--- src/rtl/mc_ctrl_pkg.sv ---
// Shared encodings for the multicycle CPU controller: FSM states, opcodes,
// datapath mux selects and the bundled control word driven by the decoder.
package mc_ctrl_pkg;

  localparam int STATE_W = 4;

  localparam logic [3:0] S_IDLE     = 4'd0;
  localparam logic [3:0] S_FETCH    = 4'd1;
  localparam logic [3:0] S_DECODE   = 4'd2;
  localparam logic [3:0] S_MEM_ADDR = 4'd3;
  localparam logic [3:0] S_MEM_RD   = 4'd4;
  localparam logic [3:0] S_MEM_WB   = 4'd5;
  localparam logic [3:0] S_MEM_WR   = 4'd6;
  localparam logic [3:0] S_EXEC     = 4'd7;
  localparam logic [3:0] S_R_WB     = 4'd8;
  localparam logic [3:0] S_BRANCH   = 4'd9;
  localparam logic [3:0] S_JUMP     = 4'd10;
  localparam logic [3:0] S_ADDI_EX  = 4'd11;
  localparam logic [3:0] S_ADDI_WB  = 4'd12;

  localparam logic [5:0] OP_RTYPE = 6'h00;
  localparam logic [5:0] OP_J     = 6'h02;
  localparam logic [5:0] OP_BEQ   = 6'h04;
  localparam logic [5:0] OP_ADDI  = 6'h08;
  localparam logic [5:0] OP_LW    = 6'h23;
  localparam logic [5:0] OP_SW    = 6'h2B;

  localparam logic [1:0] ALU_ADD   = 2'b00;
  localparam logic [1:0] ALU_SUB   = 2'b01;
  localparam logic [1:0] ALU_FUNCT = 2'b10;

  localparam logic [1:0] SRCB_REGB    = 2'b00;
  localparam logic [1:0] SRCB_FOUR    = 2'b01;
  localparam logic [1:0] SRCB_IMM     = 2'b10;
  localparam logic [1:0] SRCB_IMM_SH2 = 2'b11;

  localparam logic [1:0] PCSRC_ALU    = 2'b00;
  localparam logic [1:0] PCSRC_ALUOUT = 2'b01;
  localparam logic [1:0] PCSRC_JUMP   = 2'b10;

  typedef struct packed {
    logic       pc_write;
    logic       pc_write_cond;
    logic       i_or_d;
    logic       mem_read;
    logic       mem_write;
    logic       ir_write;
    logic       mem_to_reg;
    logic       reg_dst;
    logic       reg_write;
    logic       alu_src_a;
    logic [1:0] alu_src_b;
    logic [1:0] alu_op;
    logic [1:0] pc_source;
  } ctrl_t;

  localparam ctrl_t CTRL_NONE = '0;

  // States whose exit to FETCH completes (retires) an instruction.
  function automatic logic is_retire_state(input logic [3:0] s);
    return (s == S_MEM_WB) || (s == S_MEM_WR) || (s == S_R_WB) ||
           (s == S_ADDI_WB) || (s == S_BRANCH) || (s == S_JUMP);
  endfunction

endpackage

--- src/rtl/mc_ctrl_decode.sv ---
// Moore output decode: maps the registered FSM state onto the datapath
// control word. Purely combinational, no opcode or handshake inputs.
module mc_ctrl_decode
  import mc_ctrl_pkg::*;
(
  input  logic [STATE_W-1:0] state,
  output ctrl_t              ctrl
);

  always_comb begin
    // NOTE: every output gets a default before the case so no path can leave
    // it unassigned, which would otherwise infer a latch.
    ctrl = CTRL_NONE;
    case (state)
      S_FETCH: begin
        ctrl.mem_read  = 1'b1;
        ctrl.ir_write  = 1'b1;
        ctrl.alu_src_a = 1'b0;
        ctrl.alu_src_b = SRCB_FOUR;
        ctrl.alu_op    = ALU_ADD;
        ctrl.pc_write  = 1'b1;
        ctrl.pc_source = PCSRC_ALU;
      end
      S_DECODE: begin
        // Precompute the branch target into ALUOut while the opcode decodes.
        ctrl.alu_src_a = 1'b0;
        ctrl.alu_src_b = SRCB_IMM_SH2;
        ctrl.alu_op    = ALU_ADD;
      end
      S_MEM_ADDR, S_ADDI_EX: begin
        ctrl.alu_src_a = 1'b1;
        ctrl.alu_src_b = SRCB_IMM;
        ctrl.alu_op    = ALU_ADD;
      end
      S_MEM_RD: begin
        ctrl.mem_read = 1'b1;
        ctrl.i_or_d   = 1'b1;
      end
      S_MEM_WB: begin
        ctrl.reg_write  = 1'b1;
        ctrl.mem_to_reg = 1'b1;
        ctrl.reg_dst    = 1'b0;
      end
      S_MEM_WR: begin
        ctrl.mem_write = 1'b1;
        ctrl.i_or_d    = 1'b1;
      end
      S_EXEC: begin
        ctrl.alu_src_a = 1'b1;
        ctrl.alu_src_b = SRCB_REGB;
        ctrl.alu_op    = ALU_FUNCT;
      end
      S_R_WB: begin
        ctrl.reg_write  = 1'b1;
        ctrl.reg_dst    = 1'b1;
        ctrl.mem_to_reg = 1'b0;
      end
      S_ADDI_WB: begin
        ctrl.reg_write  = 1'b1;
        ctrl.reg_dst    = 1'b0;
        ctrl.mem_to_reg = 1'b0;
      end
      S_BRANCH: begin
        ctrl.alu_src_a     = 1'b1;
        ctrl.alu_src_b     = SRCB_REGB;
        ctrl.alu_op        = ALU_SUB;
        ctrl.pc_write_cond = 1'b1;
        ctrl.pc_source     = PCSRC_ALUOUT;
      end
      S_JUMP: begin
        ctrl.pc_write  = 1'b1;
        ctrl.pc_source = PCSRC_JUMP;
      end
      default: ctrl = CTRL_NONE;
    endcase
  end

endmodule

--- src/rtl/mc_control.sv ---
// Multicycle CPU control FSM with retired-instruction counter.
// Define MEM_HANDSHAKE_EN to stall FETCH/MEM_RD/MEM_WR until mem_ready.
module mc_control
  import mc_ctrl_pkg::*;
#(
  parameter int OP_W  = 6,
  parameter int CNT_W = 32
) (
  input  logic             clk,
  input  logic             rst_n,
  input  logic [OP_W-1:0]  opcode,
  input  logic             zero,
  input  logic             mem_ready,
  output logic             pc_write,
  output logic             pc_write_cond,
  output logic             i_or_d,
  output logic             mem_read,
  output logic             mem_write,
  output logic             ir_write,
  output logic             mem_to_reg,
  output logic             reg_dst,
  output logic             reg_write,
  output logic             alu_src_a,
  output logic             illegal_op,
  output logic [1:0]       alu_src_b,
  output logic [1:0]       alu_op,
  output logic [1:0]       pc_source,
  output logic [3:0]       state,
  output logic [CNT_W-1:0] instr_count
);

  logic [STATE_W-1:0] state_q;
  logic [STATE_W-1:0] next_state;
  logic [CNT_W-1:0]   count_q;
  logic               mem_done;
  logic               illegal;
  logic               retire;
  ctrl_t              ctrl;

  function automatic logic [OP_W-1:0] op_const(input logic [5:0] c);
    return OP_W'(c);
  endfunction

`ifdef MEM_HANDSHAKE_EN
  assign mem_done = mem_ready;
`else
  assign mem_done = 1'b1;
  // mem_ready is intentionally ignored when the handshake is compiled out.
  logic unused_mem_ready;
  assign unused_mem_ready = mem_ready;
`endif

  // The zero flag is combined with pc_write_cond by the datapath, not here.
  logic unused_zero;
  assign unused_zero = zero;

  always_comb begin
    next_state = S_IDLE;
    illegal    = 1'b0;
    case (state_q)
      S_IDLE:   next_state = S_FETCH;
      S_FETCH:  next_state = mem_done ? S_DECODE : S_FETCH;
      S_DECODE: begin
        if (opcode == op_const(OP_RTYPE)) begin
          next_state = S_EXEC;
        end else if (opcode == op_const(OP_LW) || opcode == op_const(OP_SW)) begin
          next_state = S_MEM_ADDR;
        end else if (opcode == op_const(OP_BEQ)) begin
          next_state = S_BRANCH;
        end else if (opcode == op_const(OP_J)) begin
          next_state = S_JUMP;
        end else if (opcode == op_const(OP_ADDI)) begin
          next_state = S_ADDI_EX;
        end else begin
          illegal    = 1'b1;
          next_state = S_FETCH;
        end
      end
      S_MEM_ADDR: next_state = (opcode == op_const(OP_SW)) ? S_MEM_WR : S_MEM_RD;
      S_MEM_RD:   next_state = mem_done ? S_MEM_WB : S_MEM_RD;
      S_MEM_WR:   next_state = mem_done ? S_FETCH : S_MEM_WR;
      S_EXEC:     next_state = S_R_WB;
      S_ADDI_EX:  next_state = S_ADDI_WB;
      S_MEM_WB, S_R_WB, S_ADDI_WB, S_BRANCH, S_JUMP: next_state = S_FETCH;
      default:    next_state = S_IDLE;
    endcase
  end

  // An illegal opcode exits DECODE to FETCH, so only the six retire states count.
  assign retire = is_retire_state(state_q) && (next_state == S_FETCH);

  // NOTE: sequential state uses non-blocking assignments so every register
  // samples pre-edge values regardless of block ordering.
  always_ff @(posedge clk or negedge rst_n) begin
    if (!rst_n) begin
      state_q <= S_IDLE;
      count_q <= '0;
    end else begin
      state_q <= next_state;
      if (retire) begin
        count_q <= count_q + CNT_W'(1);
      end
    end
  end

  mc_ctrl_decode u_decode (
    .state (state_q),
    .ctrl  (ctrl)
  );

  // FETCH must not advance the PC until the fetched word is actually present.
  assign pc_write      = ctrl.pc_write & ((state_q != S_FETCH) | mem_done);
  assign pc_write_cond = ctrl.pc_write_cond;
  assign i_or_d        = ctrl.i_or_d;
  assign mem_read      = ctrl.mem_read;
  assign mem_write     = ctrl.mem_write;
  assign ir_write      = ctrl.ir_write;
  assign mem_to_reg    = ctrl.mem_to_reg;
  assign reg_dst       = ctrl.reg_dst;
  assign reg_write     = ctrl.reg_write;
  assign alu_src_a     = ctrl.alu_src_a;
  assign alu_src_b     = ctrl.alu_src_b;
  assign alu_op        = ctrl.alu_op;
  assign pc_source     = ctrl.pc_source;
  assign illegal_op    = illegal;
  assign state         = state_q;
  assign instr_count   = count_q;

endmodule

--- config.mk ---
export PLATFORM = sky130hd
export DESIGN_NAME = mc_control
export DESIGN_NICKNAME = d
export VERILOG_FILES = /design/src/rtl/mc_ctrl_pkg.sv /design/src/rtl/mc_ctrl_decode.sv /design/src/rtl/mc_control.sv
export SDC_FILE = /design/constraint.sdc
export NUM_CORES = 1
export LEC_CHECK = 0
export ABC_AREA = 1
export CORE_ASPECT_RATIO = 1.4
export CORE_MARGIN = 3
export CORE_UTILIZATION = 45
export DETAILED_ROUTE_END_ITERATION = 16
export PLACE_DENSITY = 0.77
export RECOVER_POWER = 50
export SETUP_SLACK_MARGIN = 0.1
export SYNTH_ARGS = -nofsm -noshare
export SYNTH_HDL_FRONTEND = slang
export SYNTH_SLANG_ARGS = --single-unit
--- constraint.sdc ---
create_clock -name clk -period 1.55 [get_ports clk]
set_clock_uncertainty 0.15 [all_clocks]
set_input_delay 0.3875 -clock clk [delete_from_list [all_inputs] [get_ports clk]]
set_output_delay 0.3875 -clock clk [all_outputs]
set_load 0.01 [all_outputs]
==> run summary, run 1 <==
Worst Hold Class - register to register
io pins - 63
EDFF count, synth - 0
Hold Crit Depth - 2
1st-pass router iterations - 6
Net Sw Frac - 0.404
share of power burned in registers - 0.222
Main synth FF type - dfrtp_1
worst hold slack - 0.435 ns
fmax - 507 MHz
CTS Buf Count - 5
DRT antenna net count - 0
crit-path max FO - 3
drt initial violations - 352
post-synth top area share - 0.349
first-pass GRT wire length - 16.6 mm
Met2 Wirelength - 5.72 mm
global route total overflow - 0
Synth cell types - 26
synthesized area - 2580 sq um
gr usage total - 0.314
total core area - 5530 sq um
CTS max path bufs - 2
Worst setup EP type - primary output
WL/cell - 17.2 um
maxcap violations - 0
synth warn - 0
Placed Area - 3810 sq um
H-tree depth - 2
failing checks - setup timing
CTS Root Cell - clkbuf_8
Async SR Flop Fraction - 1.00
CTS clk-pin slew, worst paths - 0.08 ns
Clock power frac - 0.148
Synth Register Bits - 36
final period utilization - 1.27
detailed placement HPWL - 6.36 mm
Reg2Reg Setup Slack - -0.31 ns
Critical Path Source Type - register
Layout Area Growth over Synthesis - 72.1%
Met3 Wirelength - 902 um
die width - 70.0 um
# rows - 32
post-route cell area - 4440 sq um
top cells by area, synth - dfrtp_1 (35%), nand2_1 (26%), nor2_1 (9.2%)
Nets - 593
min Tclk post-route - 1.97 ns
crit path DAT - 1.43 ns
fillers - 356
Vias - 3,638
CP Class - register to primary output
top sig layer - met4
Final setup viols - 53
max_slew headroom - 0.648
Remaining DRCs - 0
FF-to-FF Start - state[0]
GP Congestion - 0.954
Leak - 2.30 nW
Avg Cell Area, Syn - 6.35 sq um
sw power - 2.04 mW
antenna violations before repair - 0
Final Slew Violations - 0
WL final - 11.2 mm
Final Hold Fails - 0
Via density - 5.59
Cells after Synth - 406
syn nets - 417
CP required - 1.01 ns
Worst Hold Path EP - instr_count[9]
clock sink count - 36
combinational share of power - 0.630
Synth area leader - dfrtp_1
I/O Buffers - 60
Int Power - 3.01 mW
CTS tree - yes
Hold Startpoint - instr_count[9]
R2R depth - 11
RSZ-0062 raised after global routing - true
largest net degree at the start of global routing - 37
Initial Util - 0.467
fin worst setup slack - -0.421 ns
Die ar. - 6690 sq um
Die H - 95.6 um
Post-Route M1 WL - 3.66 mm
Antenna Cells - 0
Seq/Total Area, Yosys - 0.349
layout cells sized above 1 - 0.427
clock latency on the worst-skew pair - 0.30 ns
status - finished with violations
vias in the first global route - 3,572
most common library cells after synthesis - nand2_1 (181), nor2_1 (63), inv_1 (37), dfrtp_1 (36), nand3_1 (22)
Fin Setup TNS - -14.25 ns
worst r2r dst - instr_count[18]
Worst Tran Pin Value - 0.528 ns
dominant cell by count in the synthesized netlist - nand2_1
pwr dens - 1140 nW/um^2
VDD IR max - 1.15 mV
[power groups by stage]
| stage | clock [mW] | sequential, mW | combinational, mW |
|---|---|---|---|
| after floorplan | 0 | 1.21 | 0.994 |
| after global placement | 0 | 1.13 | 2.12 |
| after detailed placement | 0 | 1.13 | 2.15 |
| after CTS | 0.730 | 1.11 | 2.89 |
| after global routing | 0.789 | 1.13 | 3.36 |
| final | 0.746 | 1.12 | 3.18 |
[stage by stage]
step,power [mW],std cells,utilization,setup slack [ns]
floorplan,2.20,406,-,-0.0410
global placement,3.25,595,0.690,-1.05
detailed placement,3.29,595,0.690,-1.16
CTS,4.73,644,0.783,-0.401
global route,5.28,651,0.804,-0.448
finish,5.05,651,0.804,-0.421
[state kept, by name (all words and copies together) (netlist names)]
| name | cells |
|---|---|
| instr_count | 32 |
| state | 4 |
[how the worst max path moves through the flow]
stage | from | endpoint | slack [ns] | cells past startpoint
5_1_grt | state[0] | illegal_op | -0.45 | 6
3_3_place_gp | opcode[0] | illegal_op | -1.05 | 7
3_5_place_dp | opcode[0] | illegal_op | -1.16 | 7
4_1_cts | state[2] | illegal_op | -0.40 | 5
6_report | state[0] | reg_dst | -0.42 | 6
2_1_floorplan | state[2] | illegal_op | -0.04 | 4
[kinds of logic after synthesis]
logic type      after synthesis  share of synthesized area
compound gates               12                     0.0272
xor+xnor                      6                     0.0204
fa+ha+maj                     1                    0.00485
buf+inv                      49                     0.0858
flops                        36                      0.349
simple gates                302                      0.513
[layout make-up]
type / count / area, sq um / area share
Inverter: 43 / 171 / 0.0386
Timing Repair Buffer: 172 / 1470 / 0.331
Clock buffer: 7 / 86.3 / 0.0194
Multi-Input combinational cell: 324 / 1710 / 0.386
Sequential cell: 36 / 907 / 0.204
Tap cell: 68 / 85.1 / 0.0192
Clock inverter: 1 / 7.51 / 0.00169
[cell usage in the layout, fill, tap and decap left out, drive strengths merged]
cell type | synthesis | layout
buf | 6 | 159
clkbuf | 0 | 13
clkinvlp | 0 | 1
dfrtp | 36 | 36
dlygate4sd2 | 0 | 6
dlygate4sd3 | 0 | 1
ha | 1 | 1
inv | 43 | 43
nand2 | 185 | 185
nand3 | 24 | 25
nand3b | 9 | 9
nand4 | 8 | 8
nor2 | 70 | 72
nor3 | 4 | 4
o211ai | 1 | 1
o21ai | 11 | 11
or2 | 2 | 2
xor2 | 6 | 6
[per-layer routing]
metal | track usage | vias up
li1 | - | 1610
met1 | 0.309 | 1685
met2 | 0.587 | 242
met3 | 0.0717 | 101
met4 | 0.201 | 0
met5 | 0 | -
[critical path: stages, from the launching register on]
cell and delay (ns):
dfrtp_2 0.46, buf_4 0.16, inv_2 0.06, nand2_2 0.08, buf_4 0.15, nor2_1 0.08
buf_2 0.14
[repair_timing]
| item | CTS | global route |
|---|---|---|
| hold endpoints to repair | 36 | 0 |
| cloned | 5 | 0 |
| resized for setup | 259 | 55 |
| endpoints found under the setup margin | 88 | 75 |
| buffers inserted | 36 | 10 |
| pin swaps | 18 | 7 |
| hold buffers | 1 | 0 |
No activity file was read; power rests on OpenSTA's default activity.
==> inputs of run 2 (changes only) <==
--- a/config.mk
+++ b/config.mk
@@ -7,12 +7,13 @@
 export LEC_CHECK = 0
 export ABC_AREA = 1
 export CORE_ASPECT_RATIO = 1.4
-export CORE_MARGIN = 3
+export CORE_MARGIN = 2
 export CORE_UTILIZATION = 45
 export DETAILED_ROUTE_END_ITERATION = 16
 export PLACE_DENSITY = 0.77
 export RECOVER_POWER = 50
 export SETUP_SLACK_MARGIN = 0.1
+export SLEW_MARGIN = 30
 export SYNTH_ARGS = -nofsm -noshare
 export SYNTH_HDL_FRONTEND = slang
 export SYNTH_SLANG_ARGS = --single-unit
==> run summary, run 2 (synthesis results as in run 1) <==
CTS clk-pin slew, worst paths - 0.08 ns (about the same)
worst path cell trace - or2_4 -> buf_4 -> buf_6 -> buf_6 -> nand3_4 -> buf_12 -> nand2_8 -> nor2_4 -> nand2_1 -> nand2_1
Final Hold Fails - 0 (unchanged)
CTS Buf Count - 5 (unchanged)
CP max stage cell - dfrtp_2
I/O Buffers - 60 (unchanged)
H-tree depth - 2 (unchanged)
CTS tree - yes
Die H - 93.6 um (-2.1%)
Hold Crit Depth - 2 (unchanged)
fillers - 318 (-11%)
vias in the first global route - 3,520 (-1.5%)
Die ar. - 6360 sq um (-4.9%)
CTS max path bufs - 2 (unchanged)
gr usage total - 0.339 (+0.0257)
clock latency on the worst-skew pair - 0.30 ns (about the same)
Leak - 2.33 nW (+1.4%)
Initial Util - 0.467 (unchanged)
FF-to-FF Start - state[2]
RSZ-0062 raised after global routing - true
clock sink count - 36 (unchanged)
hold_buf cts - 0 (-1)
CP Class - register to register
detailed placement HPWL - 6.20 mm (-2.5%)
Via density - 5.74 (+2.7%)
Worst Hold Class - register to register
layout cells sized above 1 - 0.438 (+0.0107)
status - finished with violations
most common cell after layout, fill and taps aside - nand2_1
fmax - 473 MHz (-6.9%)
Antenna Cells - 0 (unchanged)
Hold Startpoint - instr_count[3]
post-route cell area - 4490 sq um (+1.1%)
Reg2Reg Setup Slack - -0.57 ns (-0.26 ns)
Fin Setup TNS - -20.89 ns (-6.65 ns)
global route total overflow - 0 (unchanged)
crit-path max FO - 6 (+3)
1st-pass router iterations - 7 (+1)
worst r2r dst - instr_count[12]
flip-flop and latch area - 908 sq um (+0.14%)
failing checks - setup timing
Layout Area Growth over Synthesis - 74.1%
pwr dens - 1180 nW/um^2 (+3.9%)
largest net degree at the start of global routing - 37 (unchanged)
Vias - 3,760 (+3.4%)
CP required - 1.63 ns (+0.62 ns)
Remaining DRCs - 0 (unchanged)
Top Family by Delay on Critical Path - simple AND/OR/NAND/NOR gates
Placed Area - 3760 sq um (-1.4%)
Worst setup EP type - register
CTS Root Cell - clkbuf_8
final period utilization - 1.37 (+0.0935)
Final setup viols - 53 (unchanged)
total core area - 5530 sq um (unchanged)
area of the multi-input gates - 1700 sq um (-0.58%)
pre-CTS setup slack - -1.14 ns (+0.0181 ns)
fin worst setup slack - -0.566 ns (-0.145 ns)
Critical Path Source Type - register
antenna violations before repair - 0 (unchanged)
GP Congestion - 0.935 (-2.1%)
largest stage delay on the critical path - 0.42 ns (-0.04 ns)
io pins - 63 (unchanged)
drt initial violations - 371 (+5.4%)
crit path DAT - 2.19 ns (+0.76 ns)
Worst Hold Path EP - instr_count[3]
maxcap violations - 0 (unchanged)
Final Slew Violations - 0 (unchanged)
R2R depth - 10 (-1)
Worst Tran Pin Value - 0.858 ns (+0.330 ns)
DRT antenna net count - 0 (unchanged)
Bufs and invs on worst path - 4 (unchanged)
min Tclk post-route - 2.12 ns (+0.145 ns)
WL/cell - 18.7 um (+9.0%)
die width - 68.0 um (-2.9%)
VDD IR max - 1.39 mV (+21%)
max_slew headroom - 0.428 (-0.220)
# rows - 32 (unchanged)
Nets - 597 (+0.67%)
WL final - 12.2 mm (+9.7%)
first-pass GRT wire length - 16.3 mm (-1.8%)
max FFs per register - 32 (unchanged)
commonest cells after routing, fill and taps aside - nand2_1 (167), buf_4 (81), nor2_1 (51), buf_6 (50), dfrtp_1 (30)
-- run 2: cell types whose count changed in the layout (fill, tap and decap cells not counted), moves of 3 or more --
cell	delta
buf_6	+8
nor2_1	+8
nor2_2	-8
dlygate4sd2_1	-6
nand2_1	-4
buf_4	-3
clkbuf_2	+3
o21ai_2	+3
-- run 2: what timing repair did --
| item | 4_1_cts | 5_1_grt |
|---|---|---|
| resized for setup | 267 | 75 |
| setup buffers | 47 | 14 |
| cloned | 4 | 1 |
| pin swaps | 22 | 25 |
| setup endpoints to repair | 88 | 75 |
-- run 2: final cells by class --
cell class / instances / share of cell area
multi-input combinational: 324 / 0.379
sequential: 36 / 0.202
tap: 68 / 0.0189
inverter: 43 / 0.0393
timing repair buffer: 176 / 0.340
clock inverter: 3 / 0.00418
clock buffer: 5 / 0.0153
-- run 2: worst max-delay path by stage --
stage               startpoint         endpoint  slack [ns]  depth (start not counted)
floorplan             state[2]       illegal_op       -0.04                          4
global placement     opcode[0]       illegal_op       -1.05                          7
detailed placement   opcode[3]       illegal_op       -1.14                          7
CTS                   state[2]       illegal_op       -0.47                          6
global route          state[2]  instr_count[12]       -0.57                         10
finish                state[2]  instr_count[12]       -0.57                         10
-- run 2: worst reg2reg max path, delay by kind of cell, from the launching register on --
family / cells / cell delay (ns)
flops: 1 / 0.42
buf+inv: 4 / 0.50
simple gates: 6 / 0.98
-- run 2: per-stage QoR --
stage / hold WS (ns) / cells / power, mW / utilization
after global routing: 0.446 / 655 / 5.47 / 0.813
after CTS: 0.317 / 647 / 4.59 / 0.782
final: 0.414 / 655 / 5.30 / 0.813
after floorplan: -0.0581 / 406 / 2.20 / -
after detailed placement: 0.383 / 589 / 3.25 / 0.680
after global placement: 0.365 / 589 / 3.20 / 0.680
-- run 2: layer usage --
layer,part of all wire,wire (um),up-vias,GRT usage
li1,-,-,1625,-
met1,0.32,3930,1705,0.359
met2,0.50,6090,306,0.578
met3,0.082,1010,124,0.0650
met4,0.099,1220,0,0.243
met5,0,0,-,0
-- run 2: where the power goes --
group | leakage, nW | total [mW] | switching, mW | internal (mW)
logic | 1.80 | 3.45 | 1.70 | 1.75
registers | 0.485 | 1.15 | 0.109 | 1.04
clock network | 0.0479 | 0.707 | 0.393 | 0.314
total | 2.33 | 5.30 | 2.20 | 3.10
